### config.mk
export PLATFORM = sky130hd
export DESIGN_NAME = inst_fetch
export DESIGN_NICKNAME = d
export VERILOG_FILES = /design/src/rtl/inst_fetch_pkg.sv /design/src/rtl/inst_fetch_skid_buf.sv /design/src/rtl/inst_fetch.sv
export SDC_FILE = /design/constraint.sdc
export NUM_CORES = 1
export LEC_CHECK = 0
export ABC_CLOCK_PERIOD_IN_PS = 2510
export BUFFER_PORTS_ARGS = -buffer_cell sky130_fd_sc_hd__buf_2
export CAP_MARGIN = 20
export CORE_ASPECT_RATIO = 0.75
export CORE_UTILIZATION = 56
export DETAILED_ROUTE_END_ITERATION = 8
export PLACE_DENSITY = 0.82
export SKIP_LAST_GASP = 1
export SYNTH_ARGS = -nofsm -noshare
export SYNTH_HDL_FRONTEND = slang
export SYNTH_HIERARCHICAL = 1
export SYNTH_SLANG_ARGS = --single-unit
### constraint.sdc
create_clock -name clk -period 2.51 [get_ports clk]
set_input_delay 0.1255 -clock clk [delete_from_list [all_inputs] [get_ports clk]]
set_output_delay 0.1255 -clock clk [all_outputs]
set_load 0.02 [all_outputs]
### src/rtl/inst_fetch_pkg.sv
`default_nettype none
// ============================================================================
// Module   : inst_fetch_pkg
// Purpose  : Shared constants, fetch FSM encoding and slot record for inst_fetch.
// Revision : 1.0
// ============================================================================
package inst_fetch_pkg;

    localparam logic [31:0] C_RESET_PC = 32'hBFC0_0000;
    localparam logic [4:0]  C_EXC_ADEL = 5'h04;

    typedef enum logic [1:0] {
        ST_FETCH = 2'd0,
        ST_HOLD  = 2'd1,
        ST_DROP  = 2'd2
    } fetch_state_t;

    typedef struct packed {
        logic [31:0] pc;
        logic [31:0] inst;
        logic        ex;
        logic [4:0]  excode;
        logic [31:0] badvaddr;
    } slot_t;

endpackage : inst_fetch_pkg
`default_nettype wire

### src/rtl/inst_fetch_skid_buf.sv
`default_nettype none
// ============================================================================
// Module   : inst_skid_buf
// Purpose  : One-entry holding register for a fetched slot awaiting accept.
// Revision : 1.0
// ============================================================================
module inst_skid_buf
    import inst_fetch_pkg::*;
(
    input  logic  clk,
    input  logic  resetn,
    input  logic  load,
    input  logic  clear,
    input  slot_t d,
    output logic  valid,
    output slot_t q
);

    always_ff @(posedge clk or negedge resetn) begin
        if (!resetn) begin
            valid <= 1'b0;
            q     <= '0;
        end else if (clear) begin
            valid <= 1'b0;
            q     <= '0;
        end else if (load) begin
            valid <= 1'b1;
            q     <= d;
        end
    end

endmodule : inst_skid_buf
`default_nettype wire

### src/rtl/inst_fetch.sv
`default_nettype none
// ============================================================================
// Module   : inst_fetch
// Purpose  : PC owner and instruction-memory fetch front end with delay-slot
//            redirects, stall hold, flush and AdEL detection.
// Revision : 1.0
// ============================================================================
module inst_fetch
    import inst_fetch_pkg::*;
#(
    parameter logic [31:0] RESET_PC = C_RESET_PC
) (
    input  logic        clk,
    input  logic        resetn,
    input  logic        jmp,
    input  logic [31:0] jmp_target,
    input  logic        hazard_stall,
    input  logic        exe_stall,
    input  logic        int_flush,
    input  logic [31:0] int_target,
    output logic        imem_req,
    output logic [31:0] imem_addr,
    input  logic        imem_ack,
    input  logic [31:0] imem_rdata,
    output logic [31:0] pc,
    output logic [31:0] inst,
    output logic        cp0_ex,
    output logic [4:0]  cp0_excode,
    output logic [31:0] cp0_badvaddr
);

    fetch_state_t r_state;
    fetch_state_t w_state_nxt;
    logic [31:0]  r_pc;
    logic [31:0]  r_drop_addr;
    logic [31:0]  r_pend_target;
    logic         r_pend_valid;

    slot_t        w_slot;
    slot_t        w_buf_q;
    logic         w_buf_valid;
    logic         w_buf_load;
    logic         w_buf_clear;
    logic         w_slot_valid;
    logic         w_stall;
    logic         w_accept;
    logic         w_jmp_take;
    logic         w_outstanding;
    logic [31:0]  w_pc_next;

    inst_skid_buf u_skid_buf (
        .clk    (clk),
        .resetn (resetn),
        .load   (w_buf_load),
        .clear  (w_buf_clear),
        .d      (w_slot),
        .valid  (w_buf_valid),
        .q      (w_buf_q)
    );

    always_comb begin
        w_state_nxt   = r_state;
        imem_req      = 1'b0;
        imem_addr     = 32'h0;
        w_slot_valid  = 1'b0;
        w_slot        = '0;
        w_buf_load    = 1'b0;
        w_buf_clear   = 1'b0;
        w_outstanding = 1'b0;
        w_stall       = hazard_stall | exe_stall;

        case (r_state)
            ST_FETCH: begin
                if (r_pc[1:0] != 2'b00) begin
                    // Misaligned PC: never touch memory, present AdEL slot at once.
                    w_slot_valid    = 1'b1;
                    w_slot.pc       = r_pc;
                    w_slot.ex       = 1'b1;
                    w_slot.excode   = C_EXC_ADEL;
                    w_slot.badvaddr = r_pc;
                end else begin
                    imem_req      = 1'b1;
                    imem_addr     = r_pc;
                    w_outstanding = ~imem_ack;
                    if (imem_ack) begin
                        w_slot_valid = 1'b1;
                        w_slot.pc    = r_pc;
                        w_slot.inst  = imem_rdata;
                    end
                end
            end
            ST_HOLD: begin
                w_slot_valid = w_buf_valid;
                w_slot       = w_buf_q;
            end
            ST_DROP: begin
                imem_req      = 1'b1;
                imem_addr     = r_drop_addr;
                w_outstanding = ~imem_ack;
            end
            default: ;
        endcase

        // Outputs stay quiet for the whole time reset is asserted.
        if (!resetn) begin
            imem_req      = 1'b0;
            imem_addr     = 32'h0;
            w_slot_valid  = 1'b0;
            w_outstanding = 1'b0;
        end
        if (!w_slot_valid) begin
            w_slot = '0;
        end

        w_accept   = w_slot_valid & ~w_stall & ~int_flush;
        w_jmp_take = jmp & ~w_stall & ~int_flush;

        if (r_pend_valid) begin
            w_pc_next = r_pend_target;
        end else if (w_jmp_take) begin
            w_pc_next = jmp_target;
        end else begin
            w_pc_next = r_pc + 32'd4;
        end

        if (int_flush) begin
            w_buf_clear = 1'b1;
            w_state_nxt = w_outstanding ? ST_DROP : ST_FETCH;
        end else begin
            case (r_state)
                ST_FETCH: begin
                    if (w_slot_valid && !w_accept) begin
                        w_buf_load  = 1'b1;
                        w_state_nxt = ST_HOLD;
                    end
                end
                ST_HOLD: begin
                    if (w_accept) begin
                        w_buf_clear = 1'b1;
                        w_state_nxt = ST_FETCH;
                    end
                end
                ST_DROP: begin
                    if (imem_ack) begin
                        w_state_nxt = ST_FETCH;
                    end
                end
                default: w_state_nxt = ST_FETCH;
            endcase
        end

        pc           = w_slot.pc;
        inst         = w_slot.inst;
        cp0_ex       = w_slot.ex;
        cp0_excode   = w_slot.excode;
        cp0_badvaddr = w_slot.badvaddr;
    end

    always_ff @(posedge clk or negedge resetn) begin
        if (!resetn) begin
            r_state <= ST_FETCH;
        end else begin
            r_state <= w_state_nxt;
        end
    end

    always_ff @(posedge clk or negedge resetn) begin
        if (!resetn) begin
            r_pc          <= RESET_PC;
            r_drop_addr   <= 32'h0;
            r_pend_valid  <= 1'b0;
            r_pend_target <= 32'h0;
        end else if (int_flush) begin
            r_pc         <= int_target;
            r_pend_valid <= 1'b0;
            if (r_state == ST_FETCH) begin
                r_drop_addr <= r_pc;
            end
        end else if (w_accept) begin
            r_pc         <= w_pc_next;
            r_pend_valid <= 1'b0;
        end else if (w_jmp_take) begin
            // Branch resolved before its delay slot arrived; redirect later.
            r_pend_valid  <= 1'b1;
            r_pend_target <= jmp_target;
        end
    end

endmodule : inst_fetch
`default_nettype wire

# After elaboration in Yosys (flattened, before gate mapping)
# Cells that the tools add are included.
dict set report totals {
  register_bits 202
}
dict set report op_classes {
  n_addsub 1
  eq_ne 5
  muxes 42
  bitwise_logic 9
  reduce_logical 10
}
# operator n
set ops {}
lappend ops {{2-to-1 mux 102 bit} 3}
lappend ops {{2-to-1 mux 32 bit} 8}
lappend ops {{case mux 102 bit (2 select lines)} 1}
lappend ops {{2-to-1 mux 64 bit} 1}
lappend ops {{case mux 32 bit (2 select lines)} 1}
lappend ops {{2-to-1 mux 38 bit} 1}
lappend ops {{adder 32 x 3 -> 32 bit (second input constant)} 1}
lappend ops {{2-to-1 mux 1 bit} 18}
lappend ops {{2-to-1 mux 2 bit} 5}
lappend ops {{!= test 3 bit (second input constant)} 3}
lappend ops {{case mux 1 bit (2 select lines)} 3}
lappend ops {{case mux 2 bit (3 select lines)} 1}
lappend ops {{AND reduction 3 bit} 2}
lappend ops {{nonzero test 2 bit} 3}
lappend ops {{bitwise AND 1 bit} 4}
lappend ops {{inverter 1 bit} 4}
lappend ops {{nonzero test 3 bit} 1}
lappend ops {{equality test 2 x 1 -> 1 bit (second input constant)} 1}
lappend ops {{equality test 2 bit (second input constant)} 1}
lappend ops {{zero test 2 bit} 1}
lappend ops {{AND reduction 2 bit} 1}
lappend ops {{logical AND 1 bit} 1}
lappend ops {{zero test 1 bit} 1}
lappend ops {{bitwise OR 1 bit} 1}

# Depth between registers and ports, before layout
dict set report depth {
  word_depth 13
  mapped_depth 10
  depth_no_buf 6
}

# By module
# The synthesis kept the hierarchy.
# module n_inst cells_each area_per_inst_um2 seq_area_each_um2
set by_module_without_submodules {}
lappend by_module_without_submodules {inst_fetch 1 872 7314.5 2488.6}
lappend by_module_without_submodules {inst_skid_buf 1 332 4216.5 2577.5}

# Least setup slack after synthesis
# Ideal clock, no wire load.
dict set report synth_timing {
  kind {register to register}
  from {register r_pc[0]}
  to {register u_skid_buf/q[40] (netlist bit)}
  arrival_ns 2.094
  path_slack_ns 0.344
  stages_incl_launch_ff 9
  n_path_buf 2
  period_less_slack_ns 2.166
  path_cell_list {dfrtp_1 > nor4_1 > and2_0 > clkbuf_1 > clkbuf_1 > a22oi_1 > nor2_1 > mux2i_1 > nor2_1}
}
dict set report synth_via {
  word_cells_on_any_way 20
}
# item line_no
set synth_lines {}
lappend synth_lines {{from (decl)} inst_fetch.sv:34} ;# logic [31:0] r_pc;
lappend synth_lines {{from (signal assigned)} inst_fetch.sv:174} ;# r_pc <= int_target;
lappend synth_lines {{from (signal assigned)} inst_fetch.sv:180} ;# r_pc <= w_pc_next;
lappend synth_lines {{nonzero test 2 bit (*)} inst_fetch.sv:74} ;# if (r_pc[1:0] != 2'b00) begin
lappend synth_lines {{2-to-1 mux 1 bit} inst_fetch.sv:74}
lappend synth_lines {{case mux 1 bit (2 select lines)} inst_fetch.sv:72} ;# case (r_state)
lappend synth_lines {{2-to-1 mux 1 bit} inst_fetch.sv:105} ;# if (!resetn) begin
lappend synth_lines {{2-to-1 mux 102 bit (*)} inst_fetch.sv:111} ;# if (!w_slot_valid) begin
lappend synth_lines {{named net inst[2]} inst_fetch.sv:26} ;# output logic [31:0] inst,
lappend synth_lines {{2-to-1 mux 102 bit (*)} inst_fetch_skid_buf.sv:26} ;# end else if (load) begin
lappend synth_lines {{2-to-1 mux 102 bit (*)} inst_fetch_skid_buf.sv:23} ;# end else if (clear) begin
lappend synth_lines {{to (signal assigned)} inst_fetch_skid_buf.sv:22} ;# q <= '0;
lappend synth_lines {{to (signal assigned)} inst_fetch_skid_buf.sv:25} ;# q <= '0;
lappend synth_lines {{to (signal assigned)} inst_fetch_skid_buf.sv:28} ;# q <= d;
lappend synth_lines {{to (decl)} inst_fetch_skid_buf.sv:16} ;# output slot_t q
# Mark *: on every way through the listed nets, which the timed path passes. The rest lies on a longest branch. The select of a mux whose other input is x is not followed.
# A chain may end at the register's enable or synchronous reset.

# Worst setup path after layout
dict set report layout_timing {
  from {register r_state[0]}
  to {output pc[10]}
}
dict set report layout_via {
  elab_chain_len 4
  word_cells_on_any_way 6
}
# item line_no
set layout_rtl {}
lappend layout_rtl {{from (decl)} inst_fetch.sv:32} ;# fetch_state_t r_state;
lappend layout_rtl {{from (signal assigned)} inst_fetch.sv:163} ;# r_state <= w_state_nxt;
lappend layout_rtl {{equality test 2 x 1 -> 1 bit or zero test 2 bit (tied branches)} inst_fetch.sv:72}
lappend layout_rtl {{case mux 1 bit (2 select lines)} inst_fetch.sv:72}
lappend layout_rtl {{2-to-1 mux 1 bit} inst_fetch.sv:105}
lappend layout_rtl {{2-to-1 mux 102 bit (*)} inst_fetch.sv:111}
lappend layout_rtl {{to (decl)} inst_fetch.sv:25} ;# output logic [31:0] pc,
# Mark *: on every way between the ends. The rest lies on a longest branch, timed or not.

==> impl_metrics.yaml <==
run_status:
  outcome: "complete, no violations"
global_route:
  grt_pass1_wl_um: 54600
  globalRouteOverflowTotal: 0
  track_usage: 0.323
  grt_max_degree: 136
  antenna_found_initial: 1
  grt_pass1_vias: 10200
timing:
  report.final.slew_viol_count: 0
  skew_ps: 9.08
  fmax_mhz: 411
  maxSlewHeadroom: 0.405
  fin_ws_ps: 74.2
  worst_pin_slew_ps: 893
  finalHoldViolCount: 0
  finalCritPeriodShare: 0.970
  period_needed_ps: 2440
  rsz0062_at_grt: "true"
  hold_slack_ps: 2.43
  setup_viol: 0
cts:
  cts_num_sinks: 202
  cts_tree: "yes"
  cts_root_buf: "clkbuf_16"
  cts_buffers: 22
  clk_pin_slew_ps: 60
  worst_skew_pair.late_latency_ps: 510
  h-tree-depth: 1
  cts.path.max_buffers: 3
layout:
  nets: 1567
  syn_to_final_growth_pct: 24.1
  most-common-layout-cells: "nor2_1 (268), buf_2 (236), dfrtp_1 (192)"
  layout.cells.most_common: "nor2_1"
  fin_cells: 1737
  n_antenna_cell: 0
  drive_gt1_frac: 0.287
  post-route-util: 0.708
floorplanning:
  rows: 45
  core_area_sq_um: 20200
  die_h_um: 126
  die_w_um: 168
  ios: 238
  initial_utilization: 0.570
  dieArea_sq_um: 21200
synthesis:
  synth_nets: 1308
  synth_flop_cell: "dfrtp_1"
  synth_area_sq_um: 11500
  yosysWarningCount: 6
  postSynth.asyncResetShare: 1.00
  syn_area_per_cell_sq_um: 9.58
  yosys.area.top_type: "dfrtp_1"
  synth_top_area_frac: 0.419
  synth_edf_count: 0
  synth-seq-area-share: 0.439
  synth_cell_types: 76
  synthCells: 1204
  yosys-top-cells-area: "dfrtp_1 (42%), mux2i_1 (9.5%), nor2_1 (8.8%)"
  synth_seq_cells: 202
job:
  cap_violations: 0
routing:
  drt-met1-wl_um: 14600
  final_antenna_net_count: 0
  highest_layer: "met5"
  drt-initial-drc-count: 973
  firstDrtPassIters: 6
  wl_met2_um: 15600
  routed_wl_um: 34800
  wire_per_inst_um: 20.1
  via_per_inst: 6.23
  vias: 10800
  dr_wl_met3_um: 3340
  drc_errors: 0
critical_path:
  crit_end: "pc[10]"
  cp-end-kind: "primary output"
  crit_type: "reg2out"
  cp_slowest_cell: "dfrtp_2"
  timing.reg2reg.worst_path_depth: 6
  crit_arrival_ps: 2310
  worst-endpoint-required_ps: 2380
  cp_cell_sequence: "buf_6 -> nor3_2 -> buf_6 -> a22oi_1 -> nor2_1 -> buf_2"
  reg2reg_from: "r_state[0]"
  cp-start-kind: "flip-flop"
  crit_start: "r_state[0]"
  crit_path_max_incr_delay_ps: 470
  worstPathMaxFanout: 30
  r2r_end: "u_skid_buf/q[45]"
  r2r_setup_slack_ps: 250
  cp_common_cell: "buf_6"
worst_hold_path:
  holdPathStages: 4
  hold_class: "in2reg"
power_and_ir_drop:
  irDropWorstVdd_mv: 0.462
  p_total_uw: 9590
  p_leak_uw: 0.00648
  powerDensity_nw_per_um2: 670
place:
  place_ws_ps: 130
  gp_congestion: 0.961
  port_buffers: 237
  dp_hpwl_um: 22900
  placed_cells: 1636
critical path: cells and delay by family, from the launching register on:
kind	cells	cell delay, ps
buf+inv	3	730
compound gates	1	150
flops	1	470
simple gates	2	450
per-layer routing:
layer / global-route usage / vias up
met5: 0 / -
met4: 0.118 / 2
met3: 0.0748 / 111
met2: 0.497 / 618
met1: 0.448 / 5257
li1: - / 4833
synth_stat cells, types with 4 or more instances:
library cell	number
mux2_1	11
nor3_1	19
xor2_1	5
o211ai_1	10
buf_2	17
a211oi_1	5
buf_1	6
and3_1	11
a31oi_1	5
nand2b_1	7
nor4_1	5
o31ai_1	6
mux2i_1	109
a21oi_1	31
dfrtp_1	193
xnor2_1	6
o21ai_0	21
o221ai_1	4
nand2_1	65
buf_6	17
nand4_1	4
clkbuf_1	64
a311oi_1	4
buf_4	8
o22ai_1	6
mux2_2	53
dfstp_2	9
nor2b_1	4
buf_12	7
inv_1	10
a22oi_1	122
nor2_1	270
nand3_1	26
worst min path at each step:
| stage | start | end | slack (ps) |
|---|---|---|---|
| global route | int_target[25] | r_pc[25] | 40 |
| finish | int_target[22] | r_pc[22] | 2 |
| floorplan | resetn | r_drop_addr[0] | -170 |
| CTS | int_target[25] | r_pc[25] | 6 |
| detailed placement | int_target[9] | r_pc[9] | 350 |
| global placement | int_target[2] | r_pc[2] | 350 |
cell families after synthesis:
family,synth area share
AO/OA/AOI/OAI,0.155
adder cells (fa/ha/maj),0.00108
AND/OR/NAND/NOR,0.170
buffers and inverters,0.0694
multiplexers,0.157
flip-flops,0.439
XOR/XNOR,0.00835
through the flow:
stage | TNS [ps] | area (sq um)
after floorplan | 0 | 11500
after global placement | 0 | 12900
after detailed placement | 0 | 12900
after CTS | 0 | 14200
after global routing | -114 | 14300
final | 0 | 14300
area by class of cell:
type / count / area (sq um)
sequential: 202 / 5070
fill: 1472 / 5900
clock inverter: 9 / 98.8
multi-input combinational: 871 / 5740
tap: 258 / 323
inverter: 11 / 41.3
timing repair buffer: 355 / 2390
clock buffer: 31 / 646
power breakdown:
group / internal, uW / switching (uW)
clock network: 2000 / 1350
logic: 947 / 1330
registers: 3650 / 323
total: 6590 / 3000
state kept, by name (all words and copies together) (netlist names):
| name | count |
|---|---|
| r_state | 2 |
| u_skid_buf/valid | 1 |
| r_pc | 32 |
| r_pend_target | 32 |
| r_pend_valid | 1 |
| r_drop_addr | 32 |
| u_skid_buf/q | 102 |
timing repair:
action                                 in CTS  in global routing
gates resized for setup                     4                 13
endpoints found under the hold margin     189                  0
hold buffers                               60                  0
setup endpoints to repair                  69                137
pin swaps                                   0                  1
cloned                                      0                  1
setup buffers                               0                  0
Note: power is estimated with default switching activity, not from simulation.
